==> src/rtl/calendar_pkg.sv <==
// Shared constants and date helpers for the Gregorian calendar block.
package calendar_pkg;

    localparam logic [3:0] JAN = 4'd1;
    localparam logic [3:0] FEB = 4'd2;
    localparam logic [3:0] MAR = 4'd3;
    localparam logic [3:0] APR = 4'd4;
    localparam logic [3:0] MAY = 4'd5;
    localparam logic [3:0] JUN = 4'd6;
    localparam logic [3:0] JUL = 4'd7;
    localparam logic [3:0] AUG = 4'd8;
    localparam logic [3:0] SEP = 4'd9;
    localparam logic [3:0] OCT = 4'd10;
    localparam logic [3:0] NOV = 4'd11;
    localparam logic [3:0] DEC = 4'd12;

    typedef enum logic [2:0] {SUN, MON, TUE, WED, THU, FRI, SAT} dow_e;

    typedef enum logic {BCD_CONV, BCD_SHOW} bcd_state_e;

    localparam logic [4:0] RST_DAY   = 5'd1;
    localparam logic [3:0] RST_MONTH = JAN;
    localparam logic [2:0] RST_DOW   = 3'(SAT);

    function automatic logic month_ok(input logic [3:0] m);
        return (m >= JAN) && (m <= DEC);
    endfunction

    function automatic logic is_leap(input logic [13:0] y);
        return (y[1:0] == 2'b00) &&
               (((y % 14'd100) != 14'd0) || ((y % 14'd400) == 14'd0));
    endfunction

    function automatic logic [4:0] days_in_month(input logic [3:0] m, input logic leap);
        logic [4:0] d;
        case (m)
            APR, JUN, SEP, NOV: d = 5'd30;
            FEB:                d = leap ? 5'd29 : 5'd28;
            default:            d = 5'd31;
        endcase
        return d;
    endfunction

endpackage

==> src/rtl/bin2bcd_seq.sv <==
// Sequential shift-add-3 binary to 4-digit BCD converter, one bit per cycle.
module bin2bcd_seq #(
    parameter int IN_W = 12
) (
    input  logic            clk,
    input  logic            rst_n,
    input  logic            start,
    input  logic [IN_W-1:0] bin,
    output logic            busy,
    output logic            done,
    output logic [15:0]     bcd
);

    localparam int CNT_W = $clog2(IN_W + 1);

    logic [IN_W-1:0]  shreg;
    logic [15:0]      acc;
    logic [15:0]      acc_adj;
    logic [CNT_W-1:0] cnt;

    function automatic logic [15:0] dabble(input logic [15:0] v);
        logic [15:0] r;
        for (int i = 0; i < 4; i++) begin
            r[i*4 +: 4] = (v[i*4 +: 4] >= 4'd5) ? v[i*4 +: 4] + 4'd3 : v[i*4 +: 4];
        end
        return r;
    endfunction

    assign acc_adj = dabble(acc);
    assign bcd     = acc;

    always_ff @(posedge clk) begin
        if (start) begin
            shreg <= bin;
            acc   <= '0;
        end else if (busy) begin
            acc   <= {acc_adj[14:0], shreg[IN_W-1]};
            shreg <= shreg << 1;
        end
    end

    // start outranks reset so the owner can launch a conversion from its reset edge
    always_ff @(posedge clk) begin
        if (start) begin
            busy <= 1'b1;
            done <= 1'b0;
            cnt  <= CNT_W'(IN_W);
        end else if (!rst_n) begin
            busy <= 1'b0;
            done <= 1'b0;
            cnt  <= '0;
        end else if (busy) begin
            cnt <= cnt - 1'b1;
            if (cnt == CNT_W'(1)) begin
                busy <= 1'b0;
                done <= 1'b1;
            end
        end else begin
            done <= 1'b0;
        end
    end

endmodule

==> src/rtl/calendar_gregorian.sv <==
// Gregorian day/month/year calendar with validated loads and BCD display digits.
// Optional day-of-week counter is built when CALENDAR_DOW_EN is defined.
module calendar_gregorian
    import calendar_pkg::*;
#(
    parameter int YEARRES  = 12,
    parameter int RST_YEAR = 2000
) (
    input  logic               clk,
    input  logic               rst_n,
    input  logic               day_tick,
    input  logic               load,
    input  logic [YEARRES+8:0] date_in,
    input  logic [2:0]         dow_in,
    output logic               load_err,
    output logic [4:0]         day,
    output logic [3:0]         month,
    output logic [YEARRES-1:0] year,
    output logic [2:0]         dow,
    output logic               new_month,
    output logic               new_year,
    output logic [3:0]         day_1s,
    output logic [3:0]         day_10s,
    output logic [3:0]         month_1s,
    output logic [3:0]         month_10s,
    output logic [3:0]         year_1s,
    output logic [3:0]         year_10s,
    output logic [3:0]         year_100s,
    output logic [3:0]         year_1000s,
    output logic               bcd_valid,
    output logic               bcd_ovf
);

    localparam logic [YEARRES-1:0] RST_YEAR_V = YEARRES'(RST_YEAR);

    function automatic logic year_over(input logic [YEARRES-1:0] y);
        return 14'(y) > 14'd9999;
    endfunction

    logic [4:0]         day_in;
    logic [3:0]         month_in;
    logic [YEARRES-1:0] year_in;
    logic [4:0]         dim_cur;
    logic [4:0]         dim_in;
    logic               load_ok;

    logic [4:0]         day_d;
    logic [3:0]         month_d;
    logic [YEARRES-1:0] year_d;
    logic               load_err_d;
    logic               new_month_d;
    logic               new_year_d;

    assign day_in   = date_in[YEARRES+8 -: 5];
    assign month_in = date_in[YEARRES+3 -: 4];
    assign year_in  = date_in[YEARRES-1:0];

    assign dim_cur = days_in_month(month, is_leap(14'(year)));
    assign dim_in  = days_in_month(month_in, is_leap(14'(year_in)));
    assign load_ok = month_ok(month_in) && (day_in != 5'd0) && (day_in <= dim_in);

    always_comb begin
        day_d       = day;
        month_d     = month;
        year_d      = year;
        load_err_d  = 1'b0;
        new_month_d = 1'b0;
        new_year_d  = 1'b0;
        if (load) begin
            if (load_ok) begin
                day_d   = day_in;
                month_d = month_in;
                year_d  = year_in;
            end else begin
                load_err_d = 1'b1;
            end
        end else if (day_tick) begin
            if (!month_ok(month)) begin
                // corrupted month: resynchronise quietly to the 1st of January
                day_d   = 5'd1;
                month_d = JAN;
            end else if (day < dim_cur) begin
                day_d = day + 5'd1;
            end else begin
                day_d       = 5'd1;
                new_month_d = 1'b1;
                if (month == DEC) begin
                    month_d    = JAN;
                    year_d     = year + YEARRES'(1);
                    new_year_d = 1'b1;
                end else begin
                    month_d = month + 4'd1;
                end
            end
        end
    end

    always_ff @(posedge clk) begin
        if (!rst_n) begin
            day       <= RST_DAY;
            month     <= RST_MONTH;
            year      <= RST_YEAR_V;
            load_err  <= 1'b0;
            new_month <= 1'b0;
            new_year  <= 1'b0;
            bcd_ovf   <= year_over(RST_YEAR_V);
        end else begin
            day       <= day_d;
            month     <= month_d;
            year      <= year_d;
            load_err  <= load_err_d;
            new_month <= new_month_d;
            new_year  <= new_year_d;
            bcd_ovf   <= year_over(year_d);
        end
    end

`ifdef CALENDAR_DOW_EN
    logic [2:0] dow_d;

    always_comb begin
        dow_d = dow;
        if (load) begin
            if (load_ok) dow_d = dow_in;
        end else if (day_tick) begin
            dow_d = (dow == 3'(SAT)) ? 3'(SUN) : dow + 3'd1;
        end
    end

    always_ff @(posedge clk) begin
        if (!rst_n) dow <= RST_DOW;
        else        dow <= dow_d;
    end
`else
    logic unused_dow_in;

    assign dow           = 3'd0;
    assign unused_dow_in = ^dow_in;
`endif

    // Conversion launch: the reset edge and every date change feed the next date in
    logic               conv_start;
    logic [YEARRES-1:0] conv_day;
    logic [YEARRES-1:0] conv_month;
    logic [YEARRES-1:0] conv_year;
    logic               day_busy, month_busy, year_busy;
    logic               day_done, month_done, year_done;
    logic [15:0]        day_bcd, month_bcd, year_bcd;
    logic               unused_conv;

    assign conv_start = !rst_n || (day_d != day) || (month_d != month) || (year_d != year);
    assign conv_day   = rst_n ? YEARRES'(day_d)   : YEARRES'(RST_DAY);
    assign conv_month = rst_n ? YEARRES'(month_d) : YEARRES'(RST_MONTH);
    assign conv_year  = rst_n ? year_d            : RST_YEAR_V;

    bin2bcd_seq #(.IN_W(YEARRES)) u_bcd_day (
        .clk   (clk),
        .rst_n (rst_n),
        .start (conv_start),
        .bin   (conv_day),
        .busy  (day_busy),
        .done  (day_done),
        .bcd   (day_bcd)
    );

    bin2bcd_seq #(.IN_W(YEARRES)) u_bcd_month (
        .clk   (clk),
        .rst_n (rst_n),
        .start (conv_start),
        .bin   (conv_month),
        .busy  (month_busy),
        .done  (month_done),
        .bcd   (month_bcd)
    );

    bin2bcd_seq #(.IN_W(YEARRES)) u_bcd_year (
        .clk   (clk),
        .rst_n (rst_n),
        .start (conv_start),
        .bin   (conv_year),
        .busy  (year_busy),
        .done  (year_done),
        .bcd   (year_bcd)
    );

    assign unused_conv = ^{day_busy, month_busy, year_busy, day_done, month_done,
                           day_bcd[15:8], month_bcd[15:8]};

    // All three converters run in lockstep, so the year instance paces the controller
    bcd_state_e bcd_state, bcd_state_d;

    always_comb begin
        bcd_state_d = bcd_state;
        if (conv_start)
            bcd_state_d = BCD_CONV;
        else if ((bcd_state == BCD_CONV) && year_done)
            bcd_state_d = BCD_SHOW;
    end

    always_ff @(posedge clk) begin
        if (!rst_n) bcd_state <= BCD_CONV;
        else        bcd_state <= bcd_state_d;
    end

    assign bcd_valid = (bcd_state == BCD_SHOW);

    always_ff @(posedge clk) begin
        if (!rst_n) begin
            day_1s     <= 4'd0;
            day_10s    <= 4'd0;
            month_1s   <= 4'd0;
            month_10s  <= 4'd0;
            year_1s    <= 4'd0;
            year_10s   <= 4'd0;
            year_100s  <= 4'd0;
            year_1000s <= 4'd0;
        end else if ((bcd_state == BCD_CONV) && year_done && !conv_start) begin
            day_1s    <= day_bcd[3:0];
            day_10s   <= day_bcd[7:4];
            month_1s  <= month_bcd[3:0];
            month_10s <= month_bcd[7:4];
            if (year_over(year)) begin
                year_1s    <= 4'd9;
                year_10s   <= 4'd9;
                year_100s  <= 4'd9;
                year_1000s <= 4'd9;
            end else begin
                year_1s    <= year_bcd[3:0];
                year_10s   <= year_bcd[7:4];
                year_100s  <= year_bcd[11:8];
                year_1000s <= year_bcd[15:12];
            end
        end
    end

endmodule

==> config.mk <==
export PLATFORM = sky130hd
export DESIGN_NAME = calendar_gregorian
export DESIGN_NICKNAME = d
export VERILOG_FILES = /design/src/rtl/calendar_pkg.sv /design/src/rtl/bin2bcd_seq.sv /design/src/rtl/calendar_gregorian.sv
export SDC_FILE = /design/constraint.sdc
export NUM_CORES = 1
export LEC_CHECK = 0
export BUFFER_PORTS_ARGS = -buffer_cell sky130_fd_sc_hd__buf_2
export CORE_UTILIZATION = 61
export DETAILED_ROUTE_END_ITERATION = 8
export PLACE_DENSITY = 0.87
export SYNTH_ARGS = -nofsm -noshare
export SYNTH_HDL_FRONTEND = slang
export SYNTH_SLANG_ARGS = --single-unit
export TNS_END_PERCENT = 100
==> constraint.sdc <==
create_clock -name clk -period 9.2 [get_ports clk]
set_input_delay 0.46 -clock clk [delete_from_list [all_inputs] [get_ports clk]]
set_output_delay 0.46 -clock clk [all_outputs]
set_load 0.1 [all_outputs]
### After elaboration in Yosys (flattened, before gate mapping)

Cells that the tools add are included.
Widths: inputs -> output; s select.

| storage, ports and cells | value |
|---|---|
| input bits | 28 |
| register bits after elaboration | 158 |
| logic and storage cells | 195 |

| cells by class | value |
|---|---|
| $lt $le $gt $ge | 20 |
| multiplexer cells | 64 |
| equality and inequality tests | 20 |
| div/mod/pow operators | 4 |
| add/sub/neg operators | 18 |
| reduce and logical (&&, ||, !) cells | 32 |
| bitwise gates (word level) | 5 |

Operators with widths:

| cell | number |
|---|---|
| $mux 12 | 13 |
| $mux 4 | 26 |
| $ge 4x3->1 const B | 12 |
| $add 4x2->4 const B | 9 |
| $mux 5 | 6 |
| $gt 12x14->1 const B | 2 |
| $logic_not 14->1 | 2 |
| $mod 12x7->14 const B | 2 |
| $mod 12x9->14 const B | 2 |
| $reduce_bool 14->1 | 2 |
| $eq 4x4->1 const B | 5 |
| $eq 4x3->1 const B | 4 |
| $mux 1 | 14 |
| $add 12x1->12 const B | 1 |
| $eq 4x1->1 const B | 3 |
| $ne 12x12->1 | 1 |
| $reduce_or 4->1 | 3 |
| $sub 4x1->4 const B | 3 |
| $add 3x2->3 const B | 3 |
| $mux 3 | 3 |
| $eq 4x2->1 const B | 2 |
| $ge 4x1->1 const B | 2 |
| $le 4x4->1 const B | 2 |
| $logic_and 1x1->1 | 8 |
| other kinds (18) | 33 |

### Longest topological paths before layout

| depth | value |
|---|---|
| depth in word-level cells | 17 |
| depth in mapped cells | 38 |
| mapped depth without buffers | 33 |

### Cells and area by module

From an unflattened synthesis, not the netlist that was laid out.

| unflattened totals | value |
|---|---|
| cells, all modules | 1316 |
| area, all modules | 10949.3 um^2 |

By module, submodules not included:

| module | instances | sequential area each (um^2) | cells an instance | area an instance (um^2) |
|---|---|---|---|---|
| calendar_gregorian | 1 | 1141.1 | 797 | 5675.4 |
| bin2bcd_seq | 3 | 800.8 | 173 | 1757.9 |

### Worst setup path after synthesis

OpenSTA, ideal clock, no wires.

| path | value |
|---|---|
| path type | input-to-reg |
| from | input port date_in[8] |
| to | register u_bcd_day.shreg[0], enable pin |
| data required time | 8868 ps |
| buffers on the path | 4 |
| setup slack | 820 ps |
| stages on the path | 35 |
| arrival | 8049 ps |
| cell sequence | clkbuf_1 o31ai_1 a221oi_1 a21o_1 nor2_1 or4_1 a21o_1 o32ai_1 o21bai_1 a2111o_1 and3_1 clkbuf_1 o31ai_1 o21bai_1 nand3_1 a311oi_1 nor4bb_1 a211o_1 a31oi_1 ha_1 a21oi_1 o211ai_1 o21ai_0 nor2_1 nand2_1 clkbuf_1 a31oi_1 nand3b_1 o21ai_0 nor4_1 nor2_1 or4b_1 nor4_2 clkbuf_1 nand2_1 |

| on the way | value |
|---|---|
| word-level cells in the longest chain between the ends | 15 |

Ends and longest elaborated chain:

| item | RTL line | text |
|---|---|---|
| from (decl) | calendar_gregorian.sv:13 | `input logic [YEARRES+8:0] date_in,` |
| $mod 12x7->14 / $mod 12x9->14 (equally long branches) | calendar_pkg.sv:31 | `(((y % 14'd100) != 14'd0) \|\| ((y % 14'd400) == 14'd0));` |
| $reduce_bool 14->1 / $logic_not 14->1 (equally long branches) | calendar_pkg.sv:31 |  |
| $logic_or 1x1->1 | calendar_pkg.sv:31 |  |
| $logic_and 1x1->1 | calendar_pkg.sv:30 | `return (y[1:0] == 2'b00) &&` |
| $mux 1 | calendar_pkg.sv:38 | `FEB: d = leap ? 5'd29 : 5'd28;` |
| $pmux 2 s2 | calendar_pkg.sv:36 | `case (m)` |
| $le 5x5->1 | calendar_gregorian.sv:60 | `assign load_ok = month_ok(month_in) && (day_in != 5'd0) && (day_in <= dim_in);` |
| $logic_and 1x1->1 | calendar_gregorian.sv:60 |  |
| $mux 5 | calendar_gregorian.sv:70 | `if (load_ok) begin` |
| $mux 5 | calendar_gregorian.sv:69 | `if (load) begin` |
| $ne 5x5->1 | calendar_gregorian.sv:151 | `assign conv_start = !rst_n \|\| (day_d != day) \|\| (month_d != month) \|\| (year_d != year);` |
| $logic_or 1x1->1 (2 in a row) | calendar_gregorian.sv:151 |  |
| $logic_or 1x1->1 (*) | calendar_gregorian.sv:151 |  |
| $reduce_bool 2->1 (no source line) (*) | - |  |
| to (signal assigned) | bin2bcd_seq.sv:34 | `shreg <= bin;` |
| to (signal assigned) | bin2bcd_seq.sv:38 | `shreg <= shreg << 1;` |
| to (decl) | bin2bcd_seq.sv:16 | `logic [IN_W-1:0] shreg;` |

Mark *: on every way between the ends. The rest lies on a longest branch, timed or not.
A chain may end at the register's enable or synchronous reset.

### Worst setup path in the final report

| path | value |
|---|---|
| from | input port date_in[7] |
| to | register u_bcd_month.shreg[3], data pin |

| on the way | value |
|---|---|
| word-level cells in the longest chain between the ends | 15 |

Ends and longest elaborated chain:

| item | RTL line | text |
|---|---|---|
| $mod 12x7->14 / $mod 12x9->14 (equally long branches) | calendar_pkg.sv:31 |  |
| $reduce_bool 14->1 / $logic_not 14->1 (equally long branches) | calendar_pkg.sv:31 |  |
| $logic_or 1x1->1 | calendar_pkg.sv:31 |  |
| $logic_and 1x1->1 | calendar_pkg.sv:30 |  |
| $mux 1 | calendar_pkg.sv:38 |  |
| $pmux 2 s2 | calendar_pkg.sv:36 |  |
| $le 5x5->1 | calendar_gregorian.sv:60 |  |
| $logic_and 1x1->1 | calendar_gregorian.sv:60 |  |
| $mux 5 | calendar_gregorian.sv:70 |  |
| $mux 5 | calendar_gregorian.sv:69 |  |
| $ne 5x5->1 | calendar_gregorian.sv:151 |  |
| $logic_or 1x1->1 (3 in a row) | calendar_gregorian.sv:151 |  |
| $mux 12 (*) | bin2bcd_seq.sv:33 | `if (start) begin` |
| to (signal assigned) | bin2bcd_seq.sv:34 |  |
| to (signal assigned) | bin2bcd_seq.sv:38 |  |
| to (decl) | bin2bcd_seq.sv:16 |  |

Marks and branches as above.

==> summary.txt <==
Placed design
  • IO buf count: 81
  • Placer Congestion: 0.941
  • Hpwl dp: 15800 µm

Worst setup path
  • CP Data Arrival Time: 8600 ps
  • Critical path type: input port to register
  • Most used cell, CP: buf_4
  • Crit path launch type: input port
  • CP peak stage delay: 690 ps
  • CP max stage cell: or4_4
  • Critical path fanouts, max: 14
  • WP data required: 9370 ps
  • Worst setup EP type: register

Final layout
  • Area of the multi-input gates: 0.00558 mm²
  • Sequential Area: 0.00318 mm²
  • Area growth, synth to finish: 11.5%
  • Most frequent cells in the layout: nand2_1, dfxtp_1, nor2_1
  • # diodes: 0
  • Final core utilization: 0.705
  • Fillers: 1113
  • Share of cells above drive strength 1: 0.145
  • Final nets: 1271
  • Commonest non-fill, non-tap cell in the layout: nand2_1

Logic synthesis
  • Synth Area in Compound Gates: 0.222
  • Post-synthesis mux area share: 0.0442
  • Synth Warn #: 0
  • Synth Area in Simple Gates: 0.245
  • Xor and xnor area share after synthesis: 0.0415
  • EDFF count, synth: 36
  • Area share of fa/ha/maj cells after synthesis: 0.0444
  • Post-synth top flop: dfxtp_1
  • Top cells by area, synth: dfxtp_1, edfxtp_1, nand2_1, o21ai_0, ha_1
  • Seq/Total Area, Yosys: 0.342
  • Synth top area share: 0.226
  • Area of the mapped netlist: 0.00929 mm²
  • Post-synthesis cell type count: 86
  • Synth Register Bits: 141
  • Cell taking the most area after synthesis: dfxtp_1
  • Fraction of registers with async set/reset: 0
  • Post-Synthesis Cells: 1167
  • Largest family of logic cells by synthesized area: simple AND/OR/NAND/NOR gates
  • Mapped Avg Cell Area: 7.96 µm²

Run status
  • Status: finished, violations left
  • Failing checks: DRC

Timing
  • Slew Limit Fails: 0
  • Final Setup Violations: 0
  • Unrepaired setup endpoints after global routing: false
  • Relative slew slack: 0.175
  • Final hold violations: 0
  • Fin Hold WS: 389 ps
  • Minimum clock period: 8430 ps
  • TNS Setup: 0 ps
  • F_max: ~0.12 GHz
  • Fin Clk Skew: about 10 ps
  • Part of the cycle the worst path needs: 0.916
  • Worst Tran Pin Value: 1240 ps

GRT
  • Total track usage: 0.303
  • Initial antenna violation count: 0
  • Largest net degree at the start of global routing: 52
  • Gr ovfl total: 0
  • Number of global-route vias before repair: 8097
  • First-pass GRT wire length: a little under 40000 µm

Floorplanning
  • Ports: 89
  • Vert. Die Dim: 125 µm
  • Core area: 0.0147 mm²
  • # rows: 44
  • Initial core utilization: 0.632
  • Die Area: 0.0157 mm²
  • Die width: 125 µm

Hold path
  • Hold/Removal Path Class: input port to register

Power and ir drop
  • Pleak: between 4 and 5 nW
  • PD cells: around 170 mW/mm²
  • Maximum vdd drop: around 180 µV

Clock tree
  • Worst-Skew Late Latency: 430 ps
  • H-tree depth: 4
  • Setup bufs post-CTS: 0
  • Longest Clk Path Bufs: 2
  • CTS resizes: 0
  • CTS tree: built
  • Cts bufs inserted: 17
  • Clock net sink count: around 140
  • CTS root buf: clkbuf_16
  • Clock-pin slew on the worst setup and hold paths: approximately 60 ps
  • Hold-fix buffers at CTS: 0

Flow run
  • Max-cap violations: 0

Routing
  • DRC violations left: 7
  • Vias per inst: 6.36
  • Vias: 8947
  • DRT iter0 DRCs: 888
  • Drt first pass iters: 8
  • Post-route ant nets: 0
  • WL/cell: 16.9 µm
  • Final WL: between 20000 and 25000 µm
[worst max-delay path: cells and delay by family]
kind	cells	cell delay, ps
adder cells (fa/ha/maj)	1	250
buffers and inverters	4	830
XOR/XNOR	1	160
AO/OA/AOI/OAI	17	4010
multiplexers	1	270
AND/OR/NAND/NOR	9	2630
[layout make-up]
type / count / area share
Timing Repair Buffer: 102 / 0.0580
Clock inverter: 10 / 0.00688
Tap cell: 184 / 0.0222
Clock buffer: 22 / 0.0489
Inverter: 51 / 0.0185
Multi-Input combinational cell: 897 / 0.538
Sequential cell: 141 / 0.307
[per-stage QoR]
step / total power [mW] / setup slack, ps / instance area [µm²] / instances
floorplan: 1.02 / 820 / 9310 / 1170
global placement: 1.10 / 522 / 9780 / 1375
detailed placement: 1.11 / 436 / 9780 / 1375
CTS: 1.77 / 851 / 10400 / 1407
global route: 1.85 / 130 / 10400 / 1407
finish: 1.77 / 774 / 10400 / 1407
[registers in the layout (all words and copies together), names as in the netlist, 5 cells and up]
| name | cells |
|---|---|
| year | 12 |
| u_bcd_year.bcd | 16 |
| u_bcd_month.shreg | 12 |
| u_bcd_day.shreg | 12 |
| u_bcd_day.bcd | 8 |
| day | 5 |
| u_bcd_month.bcd | 8 |
| u_bcd_year.shreg | 12 |
[logic make-up (layout without fill, tap and decap cells)]
family / count (synthesis) / in the layout
simple gates: 463 / 463
compound gates: 315 / 315
flops: 141 / 141
buf+inv: 132 / 185
xor+xnor: 44 / 44
mux: 38 / 38
fa+ha+maj: 33 / 33
other cells: 1 / 4
[layer usage]
layer / GRT usage / vias up / part of all wire
met5: 0 / - / 0
met3: 0.0685 / 68 / 0.084
met1: 0.398 / 4132 / 0.43
met4: 0.115 / 0 / 0.029
li1: - / 4280 / -
met2: 0.487 / 467 / 0.46
[Yosys cell counts, drive strengths merged, types with 28 or more instances]
cell type,number
nand2,141
dfxtp,105
nor2,105
o21ai,99
nand3,64
a21oi,62
clkbuf,53
inv,49
edfxtp,36
ha,33
and2,29
buf,28
xnor2,28
[worst paths after layout]
path,startpoint,slack [ps],end,cells past startpoint
max,date_in[7],770,u_bcd_month.shreg[3],33
min,date_in[17],390,day[1],3
max reg2reg,year[10],2350,u_bcd_month.shreg[3],18
min reg2reg,year_100s[3],460,year_100s[3],2
[report_power, final]
part	total [mW]	switching [mW]	internal, mW
Combinational	0.418	0.271	0.147
Sequential	0.687	0.0333	0.654
Clock	0.667	0.273	0.393
Total	1.77	0.577	1.19
Power figures use the tool's default switching activity.
